===== src/rtl/rggen_apb_master_if.sv =====
// APB4 bundle shared by the rggen APB initiator and its responders.
interface rggen_apb_if #(
    parameter int ADDRESS_WIDTH = 16,
    parameter int DATA_WIDTH    = 32
);
    logic                      psel;
    logic                      penable;
    logic [ADDRESS_WIDTH-1:0]  paddr;
    logic [2:0]                pprot;
    logic                      pwrite;
    logic [DATA_WIDTH-1:0]     pwdata;
    logic [DATA_WIDTH/8-1:0]   pstrb;
    logic                      pready;
    logic [DATA_WIDTH-1:0]     prdata;
    logic                      pslverr;

    modport master (
        output psel, penable, paddr, pprot, pwrite, pwdata, pstrb,
        input  pready, prdata, pslverr
    );

    modport slave (
        input  psel, penable, paddr, pprot, pwrite, pwdata, pstrb,
        output pready, prdata, pslverr
    );
endinterface


===== src/rtl/rggen_apb_master.sv =====
// APB4 initiator: one valid/ready command in, one APB transfer, one valid/ready response out.
// Optional ACCESS-phase timeout is compiled in with RGGEN_APB_MASTER_TIMEOUT_EN.
module rggen_apb_master #(
    parameter int ADDRESS_WIDTH  = 16,
    parameter int DATA_WIDTH     = 32,
    parameter int TIMEOUT_CYCLES = 256
) (
    input  logic                       clk,
    input  logic                       rst_n,
    input  logic                       i_cmd_valid,
    output logic                       o_cmd_ready,
    input  logic                       i_cmd_write,
    input  logic [ADDRESS_WIDTH-1:0]   i_cmd_address,
    input  logic [DATA_WIDTH-1:0]      i_cmd_write_data,
    input  logic [DATA_WIDTH/8-1:0]    i_cmd_strobe,
    output logic                       o_rsp_valid,
    input  logic                       i_rsp_ready,
    output logic [DATA_WIDTH-1:0]      o_rsp_read_data,
    output logic [1:0]                 o_rsp_status,
    rggen_apb_if.master                apb_if
);
    localparam int STRB_WIDTH = DATA_WIDTH / 8;
    localparam int ADDR_LSB   = $clog2(STRB_WIDTH);
    localparam logic [ADDRESS_WIDTH-1:0] ADDR_MASK = ~ADDRESS_WIDTH'((1 << ADDR_LSB) - 1);

    localparam logic [1:0] STATUS_OKAY    = 2'b00;
    localparam logic [1:0] STATUS_SLVERR  = 2'b10;
    localparam logic [1:0] STATUS_TIMEOUT = 2'b11;

    if (!(DATA_WIDTH inside {8, 16, 32})) begin : g_bad_data_width
        $error("rggen_apb_master: DATA_WIDTH must be 8, 16 or 32");
    end
    if (TIMEOUT_CYCLES < 2 || TIMEOUT_CYCLES > 65535) begin : g_bad_timeout
        $error("rggen_apb_master: TIMEOUT_CYCLES must be within 2..65535");
    end

    typedef enum logic [1:0] {
        ST_IDLE,
        ST_SETUP,
        ST_ACCESS,
        ST_RESPONSE
    } state_e;

    state_e                     state_q, state_d;
    logic                       cmd_ready_q, cmd_ready_d;
    logic                       psel_q, psel_d;
    logic                       penable_q, penable_d;
    logic [ADDRESS_WIDTH-1:0]   paddr_q, paddr_d;
    logic                       pwrite_q, pwrite_d;
    logic [DATA_WIDTH-1:0]      pwdata_q, pwdata_d;
    logic [STRB_WIDTH-1:0]      pstrb_q, pstrb_d;
    logic                       rsp_valid_q, rsp_valid_d;
    logic [DATA_WIDTH-1:0]      rsp_data_q, rsp_data_d;
    logic [1:0]                 rsp_status_q, rsp_status_d;

`ifdef RGGEN_APB_MASTER_TIMEOUT_EN
    logic [15:0] timeout_cnt_q, timeout_cnt_d;
    logic        timeout_hit;

    assign timeout_hit = (timeout_cnt_q == 16'(TIMEOUT_CYCLES - 1));
`endif

    always_comb begin
        state_d      = state_q;
        psel_d       = psel_q;
        penable_d    = penable_q;
        paddr_d      = paddr_q;
        pwrite_d     = pwrite_q;
        pwdata_d     = pwdata_q;
        pstrb_d      = pstrb_q;
        rsp_valid_d  = rsp_valid_q;
        rsp_data_d   = rsp_data_q;
        rsp_status_d = rsp_status_q;
`ifdef RGGEN_APB_MASTER_TIMEOUT_EN
        timeout_cnt_d = timeout_cnt_q;
`endif

        case (state_q)
            ST_IDLE: begin
                if (i_cmd_valid && cmd_ready_q) begin
                    state_d   = ST_SETUP;
                    psel_d    = 1'b1;
                    penable_d = 1'b0;
                    paddr_d   = i_cmd_address & ADDR_MASK;
                    pwrite_d  = i_cmd_write;
                    pwdata_d  = i_cmd_write ? i_cmd_write_data : '0;
                    pstrb_d   = i_cmd_write ? i_cmd_strobe : '0;
                end
            end
            ST_SETUP: begin
                state_d   = ST_ACCESS;
                penable_d = 1'b1;
`ifdef RGGEN_APB_MASTER_TIMEOUT_EN
                timeout_cnt_d = '0;
`endif
            end
            ST_ACCESS: begin
                // A completing pready takes priority over an expiring timeout.
                if (apb_if.pready) begin
                    state_d      = ST_RESPONSE;
                    psel_d       = 1'b0;
                    penable_d    = 1'b0;
                    rsp_valid_d  = 1'b1;
                    rsp_status_d = apb_if.pslverr ? STATUS_SLVERR : STATUS_OKAY;
                    rsp_data_d   = (!pwrite_q && !apb_if.pslverr) ? apb_if.prdata : '0;
                end else begin
`ifdef RGGEN_APB_MASTER_TIMEOUT_EN
                    if (timeout_hit) begin
                        state_d      = ST_RESPONSE;
                        psel_d       = 1'b0;
                        penable_d    = 1'b0;
                        rsp_valid_d  = 1'b1;
                        rsp_status_d = STATUS_TIMEOUT;
                        rsp_data_d   = '0;
                    end else begin
                        timeout_cnt_d = timeout_cnt_q + 16'd1;
                    end
`endif
                end
            end
            ST_RESPONSE: begin
                if (i_rsp_ready) begin
                    state_d     = ST_IDLE;
                    rsp_valid_d = 1'b0;
                end
            end
            default: begin
                state_d = ST_IDLE;
            end
        endcase

        cmd_ready_d = (state_d == ST_IDLE);
    end

    always_ff @(posedge clk or negedge rst_n) begin
        if (!rst_n) begin
            state_q      <= ST_IDLE;
            cmd_ready_q  <= 1'b0;
            psel_q       <= 1'b0;
            penable_q    <= 1'b0;
            paddr_q      <= '0;
            pwrite_q     <= 1'b0;
            pwdata_q     <= '0;
            pstrb_q      <= '0;
            rsp_valid_q  <= 1'b0;
            rsp_data_q   <= '0;
            rsp_status_q <= STATUS_OKAY;
        end else begin
            state_q      <= state_d;
            cmd_ready_q  <= cmd_ready_d;
            psel_q       <= psel_d;
            penable_q    <= penable_d;
            paddr_q      <= paddr_d;
            pwrite_q     <= pwrite_d;
            pwdata_q     <= pwdata_d;
            pstrb_q      <= pstrb_d;
            rsp_valid_q  <= rsp_valid_d;
            rsp_data_q   <= rsp_data_d;
            rsp_status_q <= rsp_status_d;
        end
    end

`ifdef RGGEN_APB_MASTER_TIMEOUT_EN
    always_ff @(posedge clk or negedge rst_n) begin
        if (!rst_n) begin
            timeout_cnt_q <= '0;
        end else begin
            timeout_cnt_q <= timeout_cnt_d;
        end
    end
`endif

    assign o_cmd_ready     = cmd_ready_q;
    assign o_rsp_valid     = rsp_valid_q;
    assign o_rsp_read_data = rsp_data_q;
    assign o_rsp_status    = rsp_status_q;

    assign apb_if.psel    = psel_q;
    assign apb_if.penable = penable_q;
    assign apb_if.paddr   = paddr_q;
    assign apb_if.pprot   = 3'b000;
    assign apb_if.pwrite  = pwrite_q;
    assign apb_if.pwdata  = pwdata_q;
    assign apb_if.pstrb   = pstrb_q;

endmodule

===== src/flat_wrapper.sv =====
// flat-port wrapper written by rule: the top's interface ports become plain ports
module rggen_apb_master_flat 
#(
    parameter int ADDRESS_WIDTH  = 16,
    parameter int DATA_WIDTH     = 32,
    parameter int TIMEOUT_CYCLES = 256
)
  (clk, rst_n, i_cmd_valid, o_cmd_ready, i_cmd_write, i_cmd_address, i_cmd_write_data, i_cmd_strobe, o_rsp_valid, i_rsp_ready, o_rsp_read_data, o_rsp_status, apb_if_psel, apb_if_penable, apb_if_paddr, apb_if_pprot, apb_if_pwrite, apb_if_pwdata, apb_if_pstrb, apb_if_pready, apb_if_prdata, apb_if_pslverr);
  rggen_apb_if #(.ADDRESS_WIDTH(ADDRESS_WIDTH), .DATA_WIDTH(DATA_WIDTH)) apb_if_i ();
  input  logic clk;
  input  logic rst_n;
  input  logic i_cmd_valid;
  output logic o_cmd_ready;
  input  logic i_cmd_write;
  input  logic [ADDRESS_WIDTH-1:0] i_cmd_address;
  input  logic [DATA_WIDTH-1:0] i_cmd_write_data;
  input  logic [DATA_WIDTH/8-1:0] i_cmd_strobe;
  output logic o_rsp_valid;
  input  logic i_rsp_ready;
  output logic [DATA_WIDTH-1:0] o_rsp_read_data;
  output logic [1:0] o_rsp_status;
  output wire logic [$bits(apb_if_i.psel)-1:0] apb_if_psel;
  output wire logic [$bits(apb_if_i.penable)-1:0] apb_if_penable;
  output wire logic [$bits(apb_if_i.paddr)-1:0] apb_if_paddr;
  output wire logic [$bits(apb_if_i.pprot)-1:0] apb_if_pprot;
  output wire logic [$bits(apb_if_i.pwrite)-1:0] apb_if_pwrite;
  output wire logic [$bits(apb_if_i.pwdata)-1:0] apb_if_pwdata;
  output wire logic [$bits(apb_if_i.pstrb)-1:0] apb_if_pstrb;
  input wire logic [$bits(apb_if_i.pready)-1:0] apb_if_pready;
  input wire logic [$bits(apb_if_i.prdata)-1:0] apb_if_prdata;
  input wire logic [$bits(apb_if_i.pslverr)-1:0] apb_if_pslverr;
  assign apb_if_psel = apb_if_i.psel;
  assign apb_if_penable = apb_if_i.penable;
  assign apb_if_paddr = apb_if_i.paddr;
  assign apb_if_pprot = apb_if_i.pprot;
  assign apb_if_pwrite = apb_if_i.pwrite;
  assign apb_if_pwdata = apb_if_i.pwdata;
  assign apb_if_pstrb = apb_if_i.pstrb;
  assign apb_if_i.pready = apb_if_pready;
  assign apb_if_i.prdata = apb_if_prdata;
  assign apb_if_i.pslverr = apb_if_pslverr;
  rggen_apb_master #(.ADDRESS_WIDTH(ADDRESS_WIDTH), .DATA_WIDTH(DATA_WIDTH), .TIMEOUT_CYCLES(TIMEOUT_CYCLES)) u_core (.clk(clk), .rst_n(rst_n), .i_cmd_valid(i_cmd_valid), .o_cmd_ready(o_cmd_ready), .i_cmd_write(i_cmd_write), .i_cmd_address(i_cmd_address), .i_cmd_write_data(i_cmd_write_data), .i_cmd_strobe(i_cmd_strobe), .o_rsp_valid(o_rsp_valid), .i_rsp_ready(i_rsp_ready), .o_rsp_read_data(o_rsp_read_data), .o_rsp_status(o_rsp_status), .apb_if(apb_if_i));
endmodule

===== config.mk =====
export PLATFORM = sky130hd
export DESIGN_NAME = rggen_apb_master_flat
export DESIGN_NICKNAME = d
export VERILOG_FILES = /design/src/rtl/rggen_apb_master_if.sv /design/src/rtl/rggen_apb_master.sv /design/src/flat_wrapper.sv
export SDC_FILE = /design/constraint.sdc
export NUM_CORES = 1
export LEC_CHECK = 0
export CORE_UTILIZATION = 30
export DETAILED_ROUTE_END_ITERATION = 10
export GPL_ROUTABILITY_DRIVEN = 1
export MAX_ROUTING_LAYER = met4
export PLACE_DENSITY = 0.63
export SKIP_CTS_REPAIR_TIMING = 1
export SLEW_MARGIN = 10
export SYNTH_ARGS = -nofsm -noshare
export SYNTH_HDL_FRONTEND = slang
export SYNTH_SLANG_ARGS = --single-unit

===== constraint.sdc =====
create_clock -name clk -period 3.4 [get_ports clk]
set_input_delay 0.34 -clock clk [delete_from_list [all_inputs] [get_ports clk]]
set_output_delay 0.34 -clock clk [all_outputs]
set_load 0.005 [all_outputs]

==> impl_metrics.json <==
{
  "place_congestion": 0.7449,
  "clk_latency_ps": 340,
  "diodes": 0,
  "cts_buffers": 9,
  "core_area_mm2": 0.01282,
  "layout-drive-gt1-share_pct": 14.20,
  "finalMaxSlewViolations": 0,
  "syn_inst": 325,
  "dieWidth_um": 117.8,
  "io_buffers": 176,
  "drc": 0,
  "end_kind": "output port",
  "fin_crit_ps": 1923,
  "path_class": "register to output port",
  "worstPathMaxFanout": 33,
  "detail-route-antenna-nets": 0,
  "cap_viol_max_count": 0,
  "row_count": 41,
  "initial_core_util_pct": 31.35,
  "grt_pass1_wl_mm": 15.00,
  "timing.final.crit_share_pct": 56.55,
  "tns_ps": 0,
  "die-area_mm2": 0.01387,
  "vias": 2908,
  "firstDrtPassIters": 2,
  "num_io_pins": 185,
  "ys_seq_elements": 90,
  "first_global_vias": 2967,
  "worst-slew-pin-transition_ps": 1186,
  "cts_tree": "yes",
  "yosys_warnings": 0,
  "die_y_um": 117.8,
  "skew_ps": 4.378,
  "nets": 586,
  "max_freq_mhz": 520.1,
  "hold_viol_final": 0,
  "drt-wirelength-per-cell_um": 13.74,
  "drt_iter0_drc": 47,
  "finalCoreUtilization_pct": 48.41,
  "syn2layout_area_growth_pct": 54.43,
  "fill_cells": 1169,
  "min_path_type": "primary input to asynchronous set/reset pin",
  "ys_seq_area_share_pct": 56.02,
  "status": "finished clean",
  "rsz0062_at_grt": "false",
  "clkTransAtPathRegs_ps": 60,
  "synthesis.area_mm2": 0.004020,
  "powerDensity_mw_per_mm2": 813.6,
  "htree_levels": 3,
  "whs_ps": 83.71,
  "fin_cells": 672,
  "arrival_ps": 1580,
  "grt_usage_pct": 14.06,
  "crit_required_ps": 3060,
  "clk_path_buf_depth": 2,
  "critPathLaunchType": "register",
  "yosysUniqueCellTypes": 25,
  "detail_route.vias_per_cell": 4.327,
  "cts_num_sinks": 90,
  "setup_viol": 0,
  "dp.cells": 656,
  "peakVddDrop_v": 0.0004322,
  "synth.avg_cell_area_um2": 12.37,
  "grt_max_degree": 64,
  "dp_hpwl_mm": 6.525,
  "antenna_found_initial": 0,
  "max_slew_margin_pct": 20.66,
  "wl_mm": 9.236,
  "grt_overflow": 0,
  "root_buffer": "clkbuf_16",
  "p_leak_uw": 0.002669
}
layer usage:
metal / vias to the layer above / track usage (%) / part of all wire (%)
met3: 10 / 3.876 / 5.9
met5: - / - / 0
met1: 1401 / 18.06 / 47
li1: 1389 / - / -
met2: 108 / 20.85 / 45
met4: 0 / 5.769 / 1.7
stage by stage:
step	setup WS, ps	total power, uW	area (um2)
6_report	1477	5051	6208
3_3_place_gp	1180	3990	5888
2_1_floorplan	1928	2706	4039
3_5_place_dp	1192	4034	5888
4_1_cts	1439	5140	6208
5_1_grt	1410	5369	6208
power by group:
part | switching [uW] | total, uW | internal, uW | leakage [uW]
registers | 293 | 1900 | 1600 | 0.00112
logic | 679 | 2090 | 1410 | 0.00139
clock network | 406 | 1070 | 662 | 0.000156
total | 1380 | 5050 | 3670 | 0.00267
final timing paths:
kind                                     endpoint              startpoint  slack, ps  cells after the start
max in group asynchronous  u_core.o_rsp_status[1]                   rst_n       2560                      2
min reg2reg                u_core.o_rsp_status[1]  u_core.o_rsp_status[1]        490                      1
max reg2reg                  u_core.apb_if.pwrite       u_core.state_q[1]       1550                      3
max                                 apb_if_pwrite    u_core.apb_if.pwrite       1480                      2
min                        u_core.apb_if.paddr[8]                   rst_n         80                      1
min in group clk           u_core.o_rsp_status[1]  u_core.o_rsp_status[1]        490                      1
registers in the layout, indices dropped and copies added, names as in the netlist:
| register | count |
|---|---|
| u_core.apb_if.paddr | 14 |
| u_core.apb_if.penable | 1 |
| u_core.apb_if.psel | 1 |
| u_core.apb_if.pstrb | 4 |
| u_core.apb_if.pwdata | 32 |
| u_core.apb_if.pwrite | 1 |
| u_core.o_cmd_ready | 1 |
| u_core.o_rsp_read_data | 32 |
| u_core.o_rsp_status | 1 |
| u_core.o_rsp_valid | 1 |
| u_core.state_q | 2 |
critical path, cell delays in order (launching register included):
cell and delay (ps):
dfrtp_1 340, buf_4 330, clkdlybuf4s50_1 570
logic make-up after synthesis:
kind of cell	synth area share (%)
compound gates	1.214
buf+inv	8.403
flops	56.02
mux	23.44
other cells	0.09328
simple gates	10.83
cells in the final DEF (no fill, tap or decap), types with 2 or more instances in the layout:
| cell type | Yosys | final |
|---|---|---|
| dfrtp_1 | 90 | 90 |
| clkinv_2 | 0 | 2 |
| mux2_4 | 11 | 11 |
| mux2_1 | 3 | 3 |
| inv_1 | 38 | 38 |
| mux2_2 | 34 | 34 |
| nor3b_1 | 32 | 32 |
| clkdlybuf4s50_1 | 0 | 175 |
| nand2_1 | 38 | 38 |
| conb_1 | 1 | 6 |
| clkbuf_16 | 0 | 9 |
| buf_4 | 11 | 7 |
| bufinv_16 | 0 | 2 |
| mux2i_1 | 36 | 36 |
cell usage after synthesis:
cell type / n / share of area (%)
dfrtp_1: 90 / 56
a32o_1: 1 / 0.25
o2bb2ai_1: 1 / 0.22
buf_4: 11 / 2.1
and4bb_1: 1 / 0.31
a211oi_1: 1 / 0.19
nor3b_1: 32 / 6.0
nand3b_1: 1 / 0.19
mux2_4: 11 / 4.1
o21bai_1: 1 / 0.19
buf_6: 6 / 1.7
or2_2: 1 / 0.16
and3b_1: 1 / 0.22
a311o_1: 1 / 0.25
mux2_2: 34 / 9.5
nand3_1: 1 / 0.12
and2_1: 1 / 0.16
conb_1: 1 / 0.093
a21oi_1: 1 / 0.12
mux2_1: 3 / 0.84
clkbuf_1: 12 / 1.1
mux2i_1: 36 / 9.0
nand2b_1: 1 / 0.16
inv_1: 38 / 3.5
nand2_1: 38 / 3.5
layout make-up:
| class | instances | area [um2] | area share (%) |
|---|---|---|---|
| clock inverter | 5 | 77.57 | 1.249 |
| sequential | 90 | 2252 | 36.28 |
| tap | 172 | 215.2 | 3.466 |
| clock buffer | 11 | 242.7 | 3.910 |
| multi-input combinational | 173 | 1454 | 23.42 |
| inverter | 38 | 142.6 | 2.297 |
| timing repair buffer | 183 | 1824 | 29.38 |
(Power assumes the default switching activity.)
